### src/rtl/snake_pkg.sv
// Shared direction encoding and key mapping for the snake input stage.
// Latency: n/a (types, constants and a pure function only).
// Backpressure: n/a.
package snake_pkg;

  // Opposite directions differ only in bit 1, so a reversal test is one XOR.
  typedef enum logic [1:0] {
    UP    = 2'b00,
    RIGHT = 2'b01,
    DOWN  = 2'b10,
    LEFT  = 2'b11
  } dir_t;

  // Bit positions of each button on the active-low KEY bus.
  localparam int KEY_RIGHT_BIT = 0;
  localparam int KEY_DOWN_BIT  = 1;
  localparam int KEY_UP_BIT    = 2;
  localparam int KEY_LEFT_BIT  = 3;

  function automatic logic is_opposite(input dir_t a, input dir_t b);
    logic [1:0] diff;
    diff = a ^ b;
    return (diff == 2'b10);
  endfunction

endpackage

### src/rtl/key_debounce.sv
// One push button: 2-flop synchronizer, debouncer, and a one-cycle press pulse on release->press.
// Latency: press pulses 2 + DEBOUNCE_CYCLES cycles after a clean KEY falling edge.
// Backpressure: none; the pulse is single-cycle and is dropped if the consumer ignores it.
module key_debounce #(
  parameter int DEBOUNCE_CYCLES = 1_000_000
) (
  input  logic clk,
  input  logic rst,
  input  logic key_raw,
  output logic press
);

  localparam int CW = (DEBOUNCE_CYCLES > 1) ? $clog2(DEBOUNCE_CYCLES) : 1;
  localparam logic [CW-1:0] CNT_LAST = CW'(DEBOUNCE_CYCLES - 1);

  logic          sync1;
  logic          sync2;
  logic          stable;
  logic [CW-1:0] cnt;

  // Bring the asynchronous button into the clock domain; idle level is released (1).
  always_ff @(posedge clk or posedge rst) begin
    if (rst) begin
      sync1 <= 1'b1;
      sync2 <= 1'b1;
    end else begin
      sync1 <= key_raw;
      sync2 <= sync1;
    end
  end

  // Accept a new level only after it has disagreed with the stable one long enough;
  // the press pulse is raised on the same edge the stable level drops to 0.
  always_ff @(posedge clk or posedge rst) begin
    if (rst) begin
      stable <= 1'b1;
      cnt    <= '0;
      press  <= 1'b0;
    end else begin
      press <= 1'b0;
      if (sync2 == stable) begin
        cnt <= '0;
      end else if (cnt == CNT_LAST) begin
        stable <= sync2;
        cnt    <= '0;
        press  <= stable;
      end else begin
        cnt <= cnt + 1'b1;
      end
    end
  end

endmodule

### src/rtl/snake_dir_ctrl.sv
// Turns debounced button presses into validated turns, queues up to two, and paces steps to the core.
// Latency: one step request per STEP_CYCLES while enabled; a queued turn is applied on the next tick.
// Backpressure: step_req holds until step_ack; ticks during a pending request set sticky overrun.
module snake_dir_ctrl #(
  parameter int DEBOUNCE_CYCLES = 1_000_000,
  parameter int STEP_CYCLES     = 5_000_000
) (
  input  logic       CLOCK_50,
  input  logic       rst,
  input  logic [3:0] KEY,
  input  logic       enable,
  output logic       step_req,
  output logic [1:0] step_dir,
  input  logic       step_ack,
  output logic       overrun
);

  import snake_pkg::*;

  localparam int SW = $clog2(STEP_CYCLES);
  localparam logic [SW-1:0] STEP_LAST = SW'(STEP_CYCLES - 1);

  logic [3:0]    press;
  logic          press_vld;
  dir_t          press_dir;
  dir_t          cur_dir;
  dir_t          q0;
  dir_t          q1;
  logic [1:0]    q_cnt;
  dir_t          ref_dir;
  logic          tick;
  logic          pop;
  logic          push;
  logic [SW-1:0] step_cnt;

  for (genvar i = 0; i < 4; i++) begin : g_key
    key_debounce #(
      .DEBOUNCE_CYCLES(DEBOUNCE_CYCLES)
    ) u_key (
      .clk    (CLOCK_50),
      .rst    (rst),
      .key_raw(KEY[i]),
      .press  (press[i])
    );
  end

  assign step_dir = cur_dir;

  // Keep at most one press per cycle, UP > DOWN > LEFT > RIGHT.
  always_comb begin
    press_vld = 1'b1;
    press_dir = UP;
    if (press[KEY_UP_BIT]) begin
      press_dir = UP;
    end else if (press[KEY_DOWN_BIT]) begin
      press_dir = DOWN;
    end else if (press[KEY_LEFT_BIT]) begin
      press_dir = LEFT;
    end else if (press[KEY_RIGHT_BIT]) begin
      press_dir = RIGHT;
    end else begin
      press_vld = 1'b0;
    end
  end

  // A new turn is judged against the last queued turn, or the current heading when
  // nothing is queued. A pop in the same cycle frees a slot, so a full queue can still
  // take the press and stay full.
  assign ref_dir = (q_cnt == 2'd0) ? cur_dir : ((q_cnt == 2'd2) ? q1 : q0);
  assign tick    = enable && (step_cnt == STEP_LAST);
  assign pop     = tick && !step_req && (q_cnt != 2'd0);
  assign push    = enable && press_vld && ((q_cnt != 2'd2) || pop) &&
                   (press_dir != ref_dir) && !is_opposite(press_dir, ref_dir);

  // Step period counter: free-runs while enabled, parked at zero otherwise.
  always_ff @(posedge CLOCK_50 or posedge rst) begin
    if (rst) begin
      step_cnt <= '0;
    end else if (!enable || (step_cnt == STEP_LAST)) begin
      step_cnt <= '0;
    end else begin
      step_cnt <= step_cnt + 1'b1;
    end
  end

  // Two-entry shift queue: q0 is the head, q1 only meaningful when full; flushed when disabled.
  always_ff @(posedge CLOCK_50 or posedge rst) begin
    if (rst) begin
      q0    <= RIGHT;
      q1    <= RIGHT;
      q_cnt <= 2'd0;
    end else if (!enable) begin
      q_cnt <= 2'd0;
    end else begin
      case ({push, pop})
        2'b11: begin
          if (q_cnt == 2'd1) begin
            q0 <= press_dir;
          end else begin
            q0 <= q1;
            q1 <= press_dir;
          end
        end
        2'b10: begin
          if (q_cnt == 2'd0) q0 <= press_dir;
          else q1 <= press_dir;
          q_cnt <= q_cnt + 2'd1;
        end
        2'b01: begin
          q0    <= q1;
          q_cnt <= q_cnt - 2'd1;
        end
        default: ;
      endcase
    end
  end

  // Request/ack handshake; an ack landing with a tick still counts that tick as overrun.
  always_ff @(posedge CLOCK_50 or posedge rst) begin
    if (rst) begin
      step_req <= 1'b0;
      cur_dir  <= RIGHT;
      overrun  <= 1'b0;
    end else begin
      if (step_req && step_ack) step_req <= 1'b0;
      if (tick) begin
        if (step_req) begin
          overrun <= 1'b1;
        end else begin
          step_req <= 1'b1;
          if (q_cnt != 2'd0) cur_dir <= q0;
        end
      end
    end
  end

endmodule

### config.mk
export PLATFORM = sky130hd
export DESIGN_NAME = snake_dir_ctrl
export DESIGN_NICKNAME = d
export VERILOG_FILES = /design/src/rtl/snake_pkg.sv /design/src/rtl/key_debounce.sv /design/src/rtl/snake_dir_ctrl.sv
export SDC_FILE = /design/constraint.sdc
export NUM_CORES = 1
export LEC_CHECK = 0
export BUFFER_PORTS_ARGS = -buffer_cell sky130_fd_sc_hd__buf_4
export CAP_MARGIN = 20
export CORE_MARGIN = 1
export CORE_UTILIZATION = 55
export CTS_CLUSTER_SIZE = 20
export DETAILED_ROUTE_END_ITERATION = 10
export HOLD_SLACK_MARGIN = 0.12
export PLACE_DENSITY_LB_ADDON = 0.3
export SLEW_MARGIN = 20
export SYNTH_ARGS = -nofsm -noshare
export SYNTH_HDL_FRONTEND = slang
export SYNTH_SLANG_ARGS = --single-unit
### constraint.sdc
create_clock -name CLOCK_50 -period 5.25 [get_ports CLOCK_50]
set_input_delay 1.05 -clock CLOCK_50 [delete_from_list [all_inputs] [get_ports CLOCK_50]]
set_output_delay 1.05 -clock CLOCK_50 [all_outputs]
set_load 0.02 [all_outputs]
==> summary.txt <==
OUTCOME
----------------------------------------------------------------------------------
Outcome                                                               finished clean

WORST SETUP PATH
----------------------------------------------------------------------------------
Count of buffer and inverter cells on the critical path                          0
Crit-path max FO                                                                 6
Reg-to-Reg Start                                                      step_cnt[13]
WS Path Type                                                               reg2reg
Cell family with most CP delay                                        simple AND/OR/NAND/NOR gates
Critical path launch point type                                          flip-flop
Endpoint kind of the worst setup timing path                             flip-flop
Worst setup slack for register-to-register paths                           2370 ps
Critical path's largest stage delay                                         550 ps
Critical path's slowest cell                                                or4b_4
Cell Chain, Critical Path                                             or4b_4 > nor4_4 > nand3_1 > o31ai_2 > and3_1 > ha_1 > mux2i_1 > o31ai_1 > mux2_4
Reg2reg path depth                                                               9
Required @ worst endpoint                                                  5660 ps
Crit Reg-Reg Endpoint                                                        q0[1]
Crit path arrival time                                                     3290 ps

DETAILED ROUTING
----------------------------------------------------------------------------------
Avg WL per Cell                                                            14.6 um
Post-route antenna net violation count                                           0
Pre-antenna DRT Iters                                                            4
Detailed-route vias per instance                                              5.50
DRC violation total after the first TritonRoute iteration                      205
Total number of vias                                                          4227
Wirelength, routed                                                        11200 um
Remaining design rule violation count                                            0

LOGIC SYNTHESIS
----------------------------------------------------------------------------------
Average cell area after synthesis                                       10.3 sq um
Adder and majority gate portion of the synthesized area                      2.47%
Main combinational cell family by area after synthesis                simple AND/OR/NAND/NOR gates
Synthesized-area fraction occupied by and/or/nand/nor cells                  24.4%
Post-synthesis instance area                                          0.00609 sq mm
Post-synth cell types                                                           44
Synthesis Warnings                                                               0
Part of the Yosys area used for sequential elements                          53.3%
Async set-or-reset flop fraction in the synthesized netlist                   100%
Xor and xnor fraction of the mapped netlist area                             13.7%
Number of standard cells after synthesis                                       592
Post-synthesis sequential element count                                        129
Nets in the synthesized netlist                                                612
Post-synthesis mux area share                                                1.93%
Complex-gate fraction of the synthesized area                                2.55%
Ys flop type                                                               dfrtp_1
Number of enable-type register cells in the synthesized netlist                  0

CTS
----------------------------------------------------------------------------------
Bufs on Longest Clock Path                                                       2
Register clock-pin slew on the reported worst setup and hold paths           60 ps
Number of gates given a new drive strength after cts                             0
Clock Sink Count                                                               129
Cell at the root of the clock tree                                        clkbuf_8
TritonCTS buffer count                                                          17
Post-CTS Hold Fix Bufs                                                           0
Deepest level of the CTS H-tree                                                  4
Number of setup buffers added after CTS                                          0
Clock latency on the worst-skew pair                                        530 ps
CTS tree                                                                     built

MIN PATH
----------------------------------------------------------------------------------
Worst Hold Path Cells                                                            0
Terminating pin of the worst hold path                                g_key[1].u_key.sync2
Start point of the worst hold path                                    g_key[1].u_key.sync1
Class of the most critical hold timing path                                reg2reg

POWER AND IR DROP
----------------------------------------------------------------------------------
Peak supply drop                                                            201 uV
Leakage dissipation                                                        2.94 nW
Power density over the cells                                           318 mW/mm^2

JOB
----------------------------------------------------------------------------------
Max-cap violation count                                                          0

PLACED DESIGN
----------------------------------------------------------------------------------
Gpl congestion                                                               0.824
Cell area after placement                                             0.00632 sq mm
Post-DP HPWL                                                               7380 um
Count of input and output buffers                                               11

GLOBAL ROUTING
----------------------------------------------------------------------------------
First-pass GRT wire length                                                19500 um
Largest net degree at the start of global routing                               68
Global-route usage over all layers                                           21.9%
Number of antenna violations at the first check in global routing                0
GRT overflow                                                                     0
Via count of the first global-routing pass                                    4172

TIMING
----------------------------------------------------------------------------------
Final setup viols                                                                0
Hold Violations, Final                                                           0
Measured slew at the worst slew-check pin                                   828 ps
Unrepaired setup endpoints after global routing                              false
Maximum achievable frequency                                             0.347 GHz
Final number of max-transition violations                                        0
Final Skew                                                                 7.84 ps
Slew Limit Headroom                                                          44.3%
Total negative slack for setup checks                                         0 ps
Part of the cycle the worst path needs                                       54.9%
Final critical delay including setup and external delays                   2880 ps

LAYOUT
----------------------------------------------------------------------------------
Number of fill cells                                                           847
Nets@finish                                                                    636
Total inserted antenna cells                                                     0
Final Util                                                                   63.7%
Total non-filler cell area in the finished layout                     0.00688 sq mm
Area growth from synthesis to layout                                         13.0%
Share of final-layout standard cells stronger than drive strength 1          12.2%

FLOORPLAN
----------------------------------------------------------------------------------
Vertical die dimension                                                      107 um
Overall die width                                                           107 um
Core Rows                                                                       38
Initial standard-cell utilization of the core                                56.4%
Boundary pin count                                                              12
Die outline area                                                      0.0115 sq mm
Area of the core                                                      0.0108 sq mm

Yosys cell counts (4+ instances only):
master,number,area [sq um]
buf_2,5,25.0
xor2_1,62,543
nor2_1,115,432
and3_1,16,100
ha_1,12,150
nor4b_1,8,70.1
o31ai_1,4,30.0
dfrtp_1,114,2850
nor3_1,12,60.1
o21ai_0,9,45.0
inv_1,15,56.3
nor4_1,10,62.6
dfstp_2,15,394
xnor2_1,33,289
nand4_1,24,150
and4_1,4,35.0
nand3_1,44,220
nand2_1,48,180
mux2_2,6,67.6
nor3b_1,5,37.5
worst register-to-register path, delay by kind of cell, from the launching register on:
kind,cells,cell delay [ps]
adders and majority gates,1,280
DFF,1,430
and+or+nand+nor,4,1210
AOI/OAI and AO/OA,2,380
muxes,2,480
state kept, by name, indices dropped and copies added (netlist names), 4 cells and up:
register / flops
g_key.u_key.sync1: 4
g_key.u_key.cnt: 80
step_cnt: 23
g_key.u_key.sync2: 4
g_key.u_key.press: 4
g_key.u_key.stable: 4
cells by family (layout without fill, tap and decap cells):
group,Yosys count,after routing
buf+inv,23,60
simple gates,301,301
flops,129,129
mux,10,10
fa+ha+maj,12,12
compound gates,22,22
xor+xnor,95,95
metal layers:
| metal | GRT usage [%] | share of wire, % | routed length, um | vias up |
|---|---|---|---|---|
| met5 | 0 | 0 | 0 | - |
| met4 | 8.02 | 0.81 | 91 | 0 |
| met3 | 6.44 | 3.6 | 406 | 8 |
| met2 | 33.4 | 47 | 5290 | 62 |
| met1 | 29.8 | 48 | 5430 | 2091 |
| li1 | - | - | - | 2066 |
cell usage in the layout, fill, tap and decap left out, types with 4 or more instances in the layout:
cell	instances
nor4b_1	8
nor3_1	12
o31ai_1	4
nor2_1	115
nand3_1	44
nand2_1	48
buf_4	13
clkbuf_16	16
and4_1	4
ha_1	12
mux2_2	6
nor4_1	10
clkinv_2	4
nor3b_1	5
xnor2_1	33
and3_1	16
inv_1	14
o21ai_0	9
dfstp_2	15
clkinvlp_4	4
nand4_1	24
xor2_1	62
dfrtp_1	114
worst max path at each step:
stage / from / end / slack, ps / depth (start not counted)
after floorplan: rst / g_key[0].u_key.cnt[0] / 780 / 1
after global placement: enable / q1[1] / 2410 / 9
after detailed placement: enable / q1[1] / 2320 / 9
after CTS: step_cnt[13] / q0[0] / 2370 / 11
after global routing: step_cnt[13] / q0[0] / 2150 / 11
final: step_cnt[13] / q0[1] / 2370 / 9
area by class of cell:
type,count,area [sq um],share of cell area [%]
Clock inverter,10,110,1.60
Inverter,15,58.8,0.855
Timing Repair Buffer,13,97.6,1.42
Multi-Input combinational cell,440,2740,39.8
Tap cell,140,175,2.55
Clock buffer,22,453,6.58
Sequential cell,129,3250,47.2
report_power, final:
group	switching [W]	total, W	internal (W)	leakage [nW]
Combinational	0.0000409	0.0000555	0.0000147	0.937
Sequential	0.0000123	0.00102	0.00101	1.73
Clock	0.000415	0.00111	0.000696	0.267
Total	0.000468	0.00219	0.00172	2.94
through the flow:
| step | setup slack, ps | hold slack (ps) | instances | total power [W] |
|---|---|---|---|---|
| detailed placement | 2320 | 347 | 737 | 0.00110 |
| global placement | 2410 | 346 | 737 | 0.00109 |
| finish | 2370 | 355 | 769 | 0.00219 |
| global route | 2150 | 358 | 769 | 0.00227 |
| floorplan | 784 | 345 | 592 | 0.00108 |
| CTS | 2370 | 356 | 769 | 0.00221 |
Note: power is estimated with default switching activity, not from simulation.
